==> config.mk <==
export PLATFORM = sky130hd
export DESIGN_NAME = fifo_write_arbiter
export DESIGN_NICKNAME = d
export VERILOG_FILES = /design/src/rtl/fifo_write_arbiter.sv
export SDC_FILE = /design/constraint.sdc
export NUM_CORES = 1
export LEC_CHECK = 0
export CAP_MARGIN = 30
export CORE_MARGIN = 1
export CORE_UTILIZATION = 39
export CTS_CLUSTER_DIAMETER = 60
export DETAILED_ROUTE_END_ITERATION = 7
export PLACE_DENSITY = 0.8
export SLEW_MARGIN = 10
export SYNTH_ARGS = -nofsm -noshare
export SYNTH_HDL_FRONTEND = slang
export SYNTH_SLANG_ARGS = --single-unit
==> constraint.sdc <==
create_clock -name w_clk_i -period 2.9 [get_ports w_clk_i]
set_clock_uncertainty 0.2 [all_clocks]
set_input_delay 0.29 -clock w_clk_i [delete_from_list [all_inputs] [get_ports w_clk_i]]
set_output_delay 0.29 -clock w_clk_i [all_outputs]
set_load 0.02 [all_outputs]
==> src/rtl/fifo_write_arbiter.sv <==
// -----------------------------------------------------------------------------
// fifo_write_arbiter
//
// Round-robin arbiter sharing the write port of the asynchronous FIFO among
// NUM_REQ packet sources in the write clock domain. A grant is held for a
// whole packet (ends on the transfer carrying last) or until MAX_BURST words
// have been transferred (MAX_BURST = 0 means no cap). The FIFO's full flag
// is honoured combinationally: no write and no ready while full.
//
// Ports
//   w_clk_i      in   write-domain clock, rising edge
//   rst_n_i      in   asynchronous active-low reset
//   src_req_i    in   [NUM_REQ]   per-source word valid
//   src_last_i   in   [NUM_REQ]   per-source end-of-packet marker
//   src_data_i   in   [NUM_REQ*DATA_WIDTH] source k at [k*DATA_WIDTH +: DATA_WIDTH]
//   src_ready_o  out  [NUM_REQ]   per-source ready (transfer = req & ready)
//   w_full_i     in   FIFO full flag from write control
//   w_req_o      out  FIFO write request
//   w_data_o     out  [DATA_WIDTH] FIFO write data
//   gnt_o        out  [NUM_REQ]   registered one-hot grant, zero when idle
//   busy_o       out  high while a grant is active
// -----------------------------------------------------------------------------
module fifo_write_arbiter #(
  parameter int NUM_REQ    = 4,
  parameter int DATA_WIDTH = 8,
  parameter int MAX_BURST  = 16
) (
  input  logic                          w_clk_i,
  input  logic                          rst_n_i,
  input  logic [NUM_REQ-1:0]            src_req_i,
  input  logic [NUM_REQ-1:0]            src_last_i,
  input  logic [NUM_REQ*DATA_WIDTH-1:0] src_data_i,
  output logic [NUM_REQ-1:0]            src_ready_o,
  input  logic                          w_full_i,
  output logic                          w_req_o,
  output logic [DATA_WIDTH-1:0]         w_data_o,
  output logic [NUM_REQ-1:0]            gnt_o,
  output logic                          busy_o
);

  localparam int PW = $clog2(NUM_REQ);
  localparam int CW = (MAX_BURST == 0) ? 1 : $clog2(MAX_BURST + 1);
  // Counter value at which the next transfer closes a capped grant.
  localparam logic [CW-1:0] CAP_LAST = (MAX_BURST == 0) ? '0 : CW'(MAX_BURST - 1);
  localparam logic [PW-1:0] LAST_IDX = PW'(NUM_REQ - 1);

  typedef enum logic {
    ST_IDLE  = 1'b0,
    ST_GRANT = 1'b1
  } state_e;

  state_e              state_q, state_d;
  logic [NUM_REQ-1:0]  gnt_q, gnt_d;
  logic [PW-1:0]       idx_q, idx_d;
  logic [PW-1:0]       rr_ptr_q, rr_ptr_d;
  logic [CW-1:0]       burst_cnt_q, burst_cnt_d;

  logic                req_g;
  logic                last_g;
  logic [DATA_WIDTH-1:0] data_g;
  logic                hi_found, lo_found;
  logic [PW-1:0]       hi_idx, lo_idx;
  logic                sel_found;
  logic [PW-1:0]       sel_idx;
  logic                xfer;
  logic                cap_hit;

  // Lanes of the currently granted source. A compare per source keeps the
  // mux valid for any NUM_REQ, including non-powers of two.
  always_comb begin
    // NOTE: every signal written here gets a default first, so no path leaves
    // it unassigned and no latch is inferred.
    req_g  = 1'b0;
    last_g = 1'b0;
    data_g = '0;
    for (int k = 0; k < NUM_REQ; k++) begin
      if (idx_q == PW'(k)) begin
        req_g  = src_req_i[k];
        last_g = src_last_i[k];
        data_g = src_data_i[k*DATA_WIDTH +: DATA_WIDTH];
      end
    end
  end

  // Round-robin pick: lowest requester at or above rr_ptr if any ("hi"),
  // otherwise the lowest requester overall, which is the wrap-around case.
  // Scanning downward lets the last hit be the lowest index.
  always_comb begin
    hi_found = 1'b0;
    lo_found = 1'b0;
    hi_idx   = '0;
    lo_idx   = '0;
    for (int k = NUM_REQ - 1; k >= 0; k--) begin
      if (src_req_i[k]) begin
        lo_found = 1'b1;
        lo_idx   = PW'(k);
        if (PW'(k) >= rr_ptr_q) begin
          hi_found = 1'b1;
          hi_idx   = PW'(k);
        end
      end
    end
    sel_found = lo_found;
    sel_idx   = hi_found ? hi_idx : lo_idx;
  end

  // Outputs. gnt_q is zero outside GRANT, so ready needs no state qualifier.
  assign busy_o      = (state_q == ST_GRANT);
  assign gnt_o       = gnt_q;
  assign src_ready_o = w_full_i ? '0 : gnt_q;
  assign w_req_o     = busy_o & req_g & ~w_full_i;
  assign w_data_o    = busy_o ? data_g : '0;
  assign xfer        = w_req_o;
  assign cap_hit     = (MAX_BURST != 0) && (burst_cnt_q == CAP_LAST);

  // Next-state logic.
  always_comb begin
    state_d     = state_q;
    gnt_d       = gnt_q;
    idx_d       = idx_q;
    rr_ptr_d    = rr_ptr_q;
    burst_cnt_d = burst_cnt_q;
    unique case (state_q)
      ST_IDLE: begin
        if (sel_found) begin
          state_d     = ST_GRANT;
          idx_d       = sel_idx;
          gnt_d       = NUM_REQ'(1) << sel_idx;
          burst_cnt_d = '0;
        end
      end
      ST_GRANT: begin
        // No transfer (source bubble or FIFO full) holds everything.
        if (xfer) begin
          if (last_g || cap_hit) begin
            state_d     = ST_IDLE;
            gnt_d       = '0;
            burst_cnt_d = '0;
            // Explicit wrap: NUM_REQ need not be a power of two.
            rr_ptr_d    = (idx_q == LAST_IDX) ? '0 : idx_q + PW'(1);
          end else if (burst_cnt_q != '1) begin
            // Saturating: only reachable as a limit when MAX_BURST is 0.
            burst_cnt_d = burst_cnt_q + CW'(1);
          end
        end
      end
      default: state_d = ST_IDLE;
    endcase
  end

  always_ff @(posedge w_clk_i or negedge rst_n_i) begin
    if (!rst_n_i) begin
      state_q     <= ST_IDLE;
      gnt_q       <= '0;
      idx_q       <= '0;
      rr_ptr_q    <= '0;
      burst_cnt_q <= '0;
    end else begin
      // NOTE: non-blocking assignments so every flop samples the values from
      // before this edge, independent of statement order.
      state_q     <= state_d;
      gnt_q       <= gnt_d;
      idx_q       <= idx_d;
      rr_ptr_q    <= rr_ptr_d;
      burst_cnt_q <= burst_cnt_d;
    end
  end

endmodule

After elaboration in Yosys (flattened, before gate mapping):

Cells that the tools add are included.

* $add $sub $neg: 2
* order comparisons: 4
* equality and inequality tests: 9
* shifts and indexed selects: 1
* muxes and demuxes: 53
* bitwise operators: 4
* reductions and logical operators: 6

Operators with widths (number)
* $mux W8: 5
* $mux W2: 14
* $mux W1: 23
* $mux W5: 4
* $mux W4: 4
* $pmux W5 S2: 1
* $reduce_and A3 Y1: 3
* $pmux W4 S2: 1
* $add A5 B1 Y5 const B: 1
* $eq A5 B4 Y1 const B: 1
* $ne A5 B5 Y1 const B: 1
* $eq A2 B2 Y1 const B: 2
* $ge A1 B2 Y1 const A: 2
* $ge A2 B2 Y1 const A: 2
* $ne A2 B2 Y1 const B: 2
* $shl A1 B2 Y4 const A: 1
* $ne A3 B1 Y1 const B: 1
* $add A2 B1 Y2 const B: 1
* $and A1 B1 Y1: 2
* $eq A2 B1 Y1 const B: 1
* $logic_not A2 Y1: 1
* $ne A2 B1 Y1 const B: 1
* $not A1 Y1: 2
* $pmux W1 S2: 1
* other kinds (2): 2

* register bits after elaboration: 14
* input bits: 43
* word-level logic and storage cells: 84

Depth between registers and ports, before layout:

* word-level depth: 13
* depth in mapped cells: 8
* depth with buffers taken out: 8

Worst setup path after synthesis:

No wires, ideal clock.

* path kind: reg2reg
* start: register idx_q[0]
* end: register rr_ptr_q[0]
* library setup time: 0.127 ns
* arrival time: 1.953 ns
* required time: 2.573 ns
* slack: 0.619 ns
* cell stages (with the launch flop): 8
* path buffers: 0
* clock period less this slack: 2.281 ns
* cells stage by stage: dfrtp_1 > inv_1 > ha_1 > nor3b_1 > or4_4 > nor2_2 > nand2_1 > mux2_1

* cells in the longest elaborated chain, start to end: 8
* elaborated cells on any way between the ends: 18
* those cells by class: add/sub: 1; eq/ne: 3; mux: 9; bitwise: 2; reduce/logical: 3

Ends and longest elaborated chain
* start, declared: line 54 `logic [PW-1:0] idx_q, idx_d;`
* start signal, assigned: line 163 `idx_q <= idx_d;`
* $logic_not A2 Y1: line 77 `if (idx_q == PW'(k)) begin`
* $mux W1 (3 in a row): line 77
* $mux W1 (*): line 77
* $and A1 B1 Y1 (*) (2 in a row): line 111 `assign w_req_o = busy_o & req_g & ~w_full_i;`
* named net w_req_o: line 35 `output logic w_req_o,`
* $reduce_and A3 Y1 (no line) (*)
* end signal, assigned: line 164 `rr_ptr_q <= rr_ptr_d;`
* end, declared: line 55 `logic [PW-1:0] rr_ptr_q, rr_ptr_d;`

The timed path passes the listed nets; every way through them passes the cells marked *.
A chain may end at the register's enable or synchronous reset.

Final worst setup path:

* start: register idx_q[0]
* end: output w_data_o[3]

* cells in the longest elaborated chain, start to end: 6
* elaborated cells on any way between the ends: 9
* those cells by class: eq/ne: 3; mux: 5; reduce/logical: 1

Ends and longest elaborated chain
* $logic_not A2 Y1: line 77
* $mux W8 (3 in a row): line 77
* $mux W8 (*): line 77
* $mux W8 (*): line 112 `assign w_data_o = busy_o ? data_g : '0;`
* end, declared: line 36 `output logic [DATA_WIDTH-1:0] w_data_o,`

Every way passes the cells marked *; elsewhere a longest branch is shown, timed or not.

==> results.txt <==
----------------------------------------------------
[Outcome]
  Outcome ... completed

[Synthesis]
  Cell taking the most area after synthesis ... sky130_fd_sc_hd__dfrtp_1
  Synth cell types ... 36
  Cells after synthesis ... 139
  Share of the synthesized area in the top cell type ... 30.7%
  Asr flop ratio synth ... 100%
  Area contributors post-synth ... sky130_fd_sc_hd__dfrtp_1 31%, sky130_fd_sc_hd__nor2b_1 8.8%, sky130_fd_sc_hd__ha_1 7.7%, sky130_fd_sc_hd__a221oi_1 6.1%, sky130_fd_sc_hd__nor2_1 5.6%
  YS warnings ... 0
  Yosys reg bits ... 14
  Most frequently used flop master after synthesis ... sky130_fd_sc_hd__dfrtp_1
  Top cells by instance count after synthesis ... 17 x sky130_fd_sc_hd__nor2_1, 16 x sky130_fd_sc_hd__nor2b_1, 14 x sky130_fd_sc_hd__dfrtp_1, 12 x sky130_fd_sc_hd__a21oi_1
  Number of enable flip-flop cells after synthesis ... 0
  Leading cell type by number of instances after synthesis ... sky130_fd_sc_hd__nor2_1
  Syn Area/Cell ... 8.20 sq um
  Net count after synthesis ... 189
  Post-synthesis instance area ... 0.00114 sq mm
  Fraction of the yosys area taken by sequential cells ... 30.7%

[STA]
  Sum of negative setup slack ... 0 ns
  Final Max Tran Viols ... 0
  Measured slew at the worst slew-check pin ... 0.644 ns
  Relative slew margins ... 56.9%
  Final critical path time including I/O delays and setup ... 2.71 ns
  Total setup violations reported at the end of the flow ... 0
  Maximum clock frequency ... 0.369 GHz
  Final hold slack ... 0.194 ns
  Setup repair after global routing missed its margin ... no
  Slack of the critical path ... 0.191 ns
  Ratio of final minimum period to clock period ... 93.4%
  Final Hold Fails ... 0

[Global route]
  Congestion Overflow GR ... 0
  Largest net degree at the start of global routing ... 21
  First-pass GRT wire length ... 5810 um
  Global router's overall resource usage ... 23.4%
  Vias in the first global route ... 1308
  Number of antenna violations at the first check in global routing ... 0

[Min path]
  Class of the most critical hold timing path ... in -> async

[Power]
  Relative contribution of sequential cells to total power ... 18.5%
  Maximum ir drop on the vdd rail ... 0.839 mV
  Internal portion of total power ... 945 uW
  Switching power total ... 843 uW
  Part of the total power dissipated in combinational logic ... 73.5%
  Static power due to leakage ... 0.000875 uW
  Part of the power in the clock network ... 8.0%
  Total chip power ... 1790 uW
  Switching share of total power ... 47.2%
  Power per unit of standard cell area ... 962 mW/mm^2

[Clock network]
  Maximum buffer depth of the clock tree ... 2
  Number of H-tree levels ... 1
  CTS clock-pin slew for the worst setup and hold paths ... 0.08 ns
  CTS tree ... done
  # Post-CTS Setup Buffers ... 0
  Cts bufs inserted ... 3
  Clock network latency to the later pin of the worst-skew pair ... 0.29 ns
  Clock root buffer master ... sky130_fd_sc_hd__clkbuf_4
  Number of sinks driven by the clock tree ... 14

[Floorplan]
  Core Rows ... 19
  Initial core utilization ... 41.3%
  Overall die area ... 0.00314 sq mm
  Number of placed I/O pins ... 61
  Core ar. ... 0.00276 sq mm
  Die Y-Extent ... 56.1 um
  Width of the die ... 56.1 um

[Detailed routing]
  Wirelength, routed ... 3510 um
  Total via count after detailed routing ... 1312
  Routed Antenna Nets ... 0
  Routed len/inst ... 15.0 um
  Avg Vias per Cell ... 5.61
  First-pass detailed-route iteration total ... 4
  DRC errors left ... 0
  Number of DRC violations after detailed-routing iteration 0 ... 54

[Worst setup path]
  Data arrival time of the worst path ... 2.22 ns
  Kind of end point of the critical path ... primary output
  Cells traversed along the worst timing path ... inv_1 > ha_1 > nor2b_1 > buf_4 > a221oi_1 > nor3_1 > a21oi_1 > nor2_1 > dlygate4sd2_1
  Slack of the worst reg-to-reg path ... 0.48 ns
  Largest fanout on the critical path ... 6
  Required time at the endpoint of the critical path ... 2.41 ns
  Worst R2R Start ... idx_q[0]
  Startpoint kind of the worst setup timing path ... flop
  Start-to-end type of the worst setup path ... reg -> out
  Depth of the worst register-to-register path ... 8
  Reg-to-reg endpoint ... burst_cnt_q[1]
  Worst path max stage delay ... 0.40 ns
  Critical-path top delay cell ... sky130_fd_sc_hd__dfrtp_1

[Cells and area]
  Fraction of final layout cells with drive strength greater than 1 ... 8.87%
  Signed area change from the synthesized netlist to the final layout ... 63.1%
  Antenna Cells ... 0
  Net count, final ... 254
  Filler cell count in the final layout ... 236
  Post-route cell area ... 0.00186 sq mm

[Placed design]
  Dpl cell area ... 0.00180 sq mm
  Half-perimeter wire length after detailed placement ... 2750 um
  # port buffers ... 60
  Placer Congestion ... 0.808
  Worst slack at placement ... 0.216 ns

[Run]
  MaxCap Viol Count ... 0

----------------------------------------------------
-- registers in the layout, summed over array words and instances, names as in the netlist --
signal / cells
rr_ptr_q: 2
gnt_o: 4
busy_o: 1
burst_cnt_q: 5
idx_q: 2
-- cell type report --
type,instances,area [sq um],share of cell area [%]
multi-input cells,109,739,39.8
well taps,31,38.8,2.09
inverters,9,33.8,1.82
flip-flops and latches,14,350,18.8
clock buffers,4,36.3,1.95
repair buffers,67,661,35.5
-- per-layer routing --
metal,wire [um],track usage (%),vias to the layer above
met3,290,3.72,5
met1,1480,27.9,601
met5,0,0,-
met2,1690,42.5,65
li1,-,-,641
met4,45,7.32,0
-- power groups by stage --
stage / Combinational (uW) / Sequential [uW] / Clock [uW]
floorplan: 794 / 344 / 0
global placement: 1330 / 327 / 0
detailed placement: 1350 / 334 / 0
CTS: 1330 / 330 / 148
global route: 1440 / 344 / 152
finish: 1310 / 331 / 143
-- placed cells by master (no fill, tap or decap), drive strengths merged, types with 2 or more instances in the layout --
| cell | netlist | layout |
|---|---|---|
| nand4 | 2 | 2 |
| nor2 | 18 | 18 |
| mux2 | 2 | 2 |
| dfrtp | 14 | 14 |
| a21oi | 12 | 12 |
| nor2b | 16 | 16 |
| a32o | 3 | 3 |
| ha | 7 | 7 |
| clkbuf | 4 | 4 |
| o22ai | 2 | 2 |
| inv | 9 | 9 |
| clkdlybuf4s50 | 0 | 51 |
| dlymetal6s2s | 0 | 5 |
| buf | 3 | 7 |
| o21ai | 4 | 4 |
| a221o | 2 | 2 |
| dlygate4sd2 | 0 | 4 |
| nor3 | 8 | 8 |
| a22o | 6 | 6 |
| a221oi | 8 | 8 |
| nand2 | 5 | 5 |
-- cells by family (layout without fill, tap and decap cells) --
group                    after synthesis  after routing  synth area share, %
multiplexers                           2              2                 1.98
AO/OA/AOI/OAI                         42             42                 27.3
AND/OR/NAND/NOR                       58             58                 26.9
buffers and inverters                 16             80                 5.38
flip-flops                            14             14                 30.7
adder cells (fa/ha/maj)                7              7                 7.68
-- worst max path at each step --
stage / startpoint / to / slack [ns] / depth (start not counted)
after floorplan: idx_q[0] / rr_ptr_q[0] / 0.62 / 7
after global placement: src_req_i[2] / w_req_o / 0.22 / 5
after detailed placement: src_req_i[2] / w_req_o / 0.22 / 5
after CTS: idx_q[0] / w_data_o[4] / 0.001 / 9
after global routing: idx_q[0] / w_data_o[3] / 0.03 / 9
final: idx_q[0] / w_data_o[3] / 0.19 / 9
-- critical path: cells and delay by family, from the launching register on --
kind | cells | cell delay, ns
AOI/OAI and AO/OA | 2 | 0.46
and+or+nand+nor | 3 | 0.27
adders and majority gates | 1 | 0.21
buffers and inverters | 3 | 0.57
DFF | 1 | 0.40
-- per-stage QoR --
stage / util (%) / std cells
6_report: 67.4 / 234
5_1_grt: 67.4 / 234
4_1_cts: 66.6 / 234
3_5_place_dp: 65.4 / 230
3_3_place_gp: 65.4 / 230
2_1_floorplan: - / 139
-- repair_timing --
item                       4_1_cts  5_1_grt
pin swaps                        1        0
hold endpoints to repair         0        0
gates resized for setup          4        7
setup endpoints to repair        4        6
hold buffers                     0        0
Power figures use the tool's default switching activity.
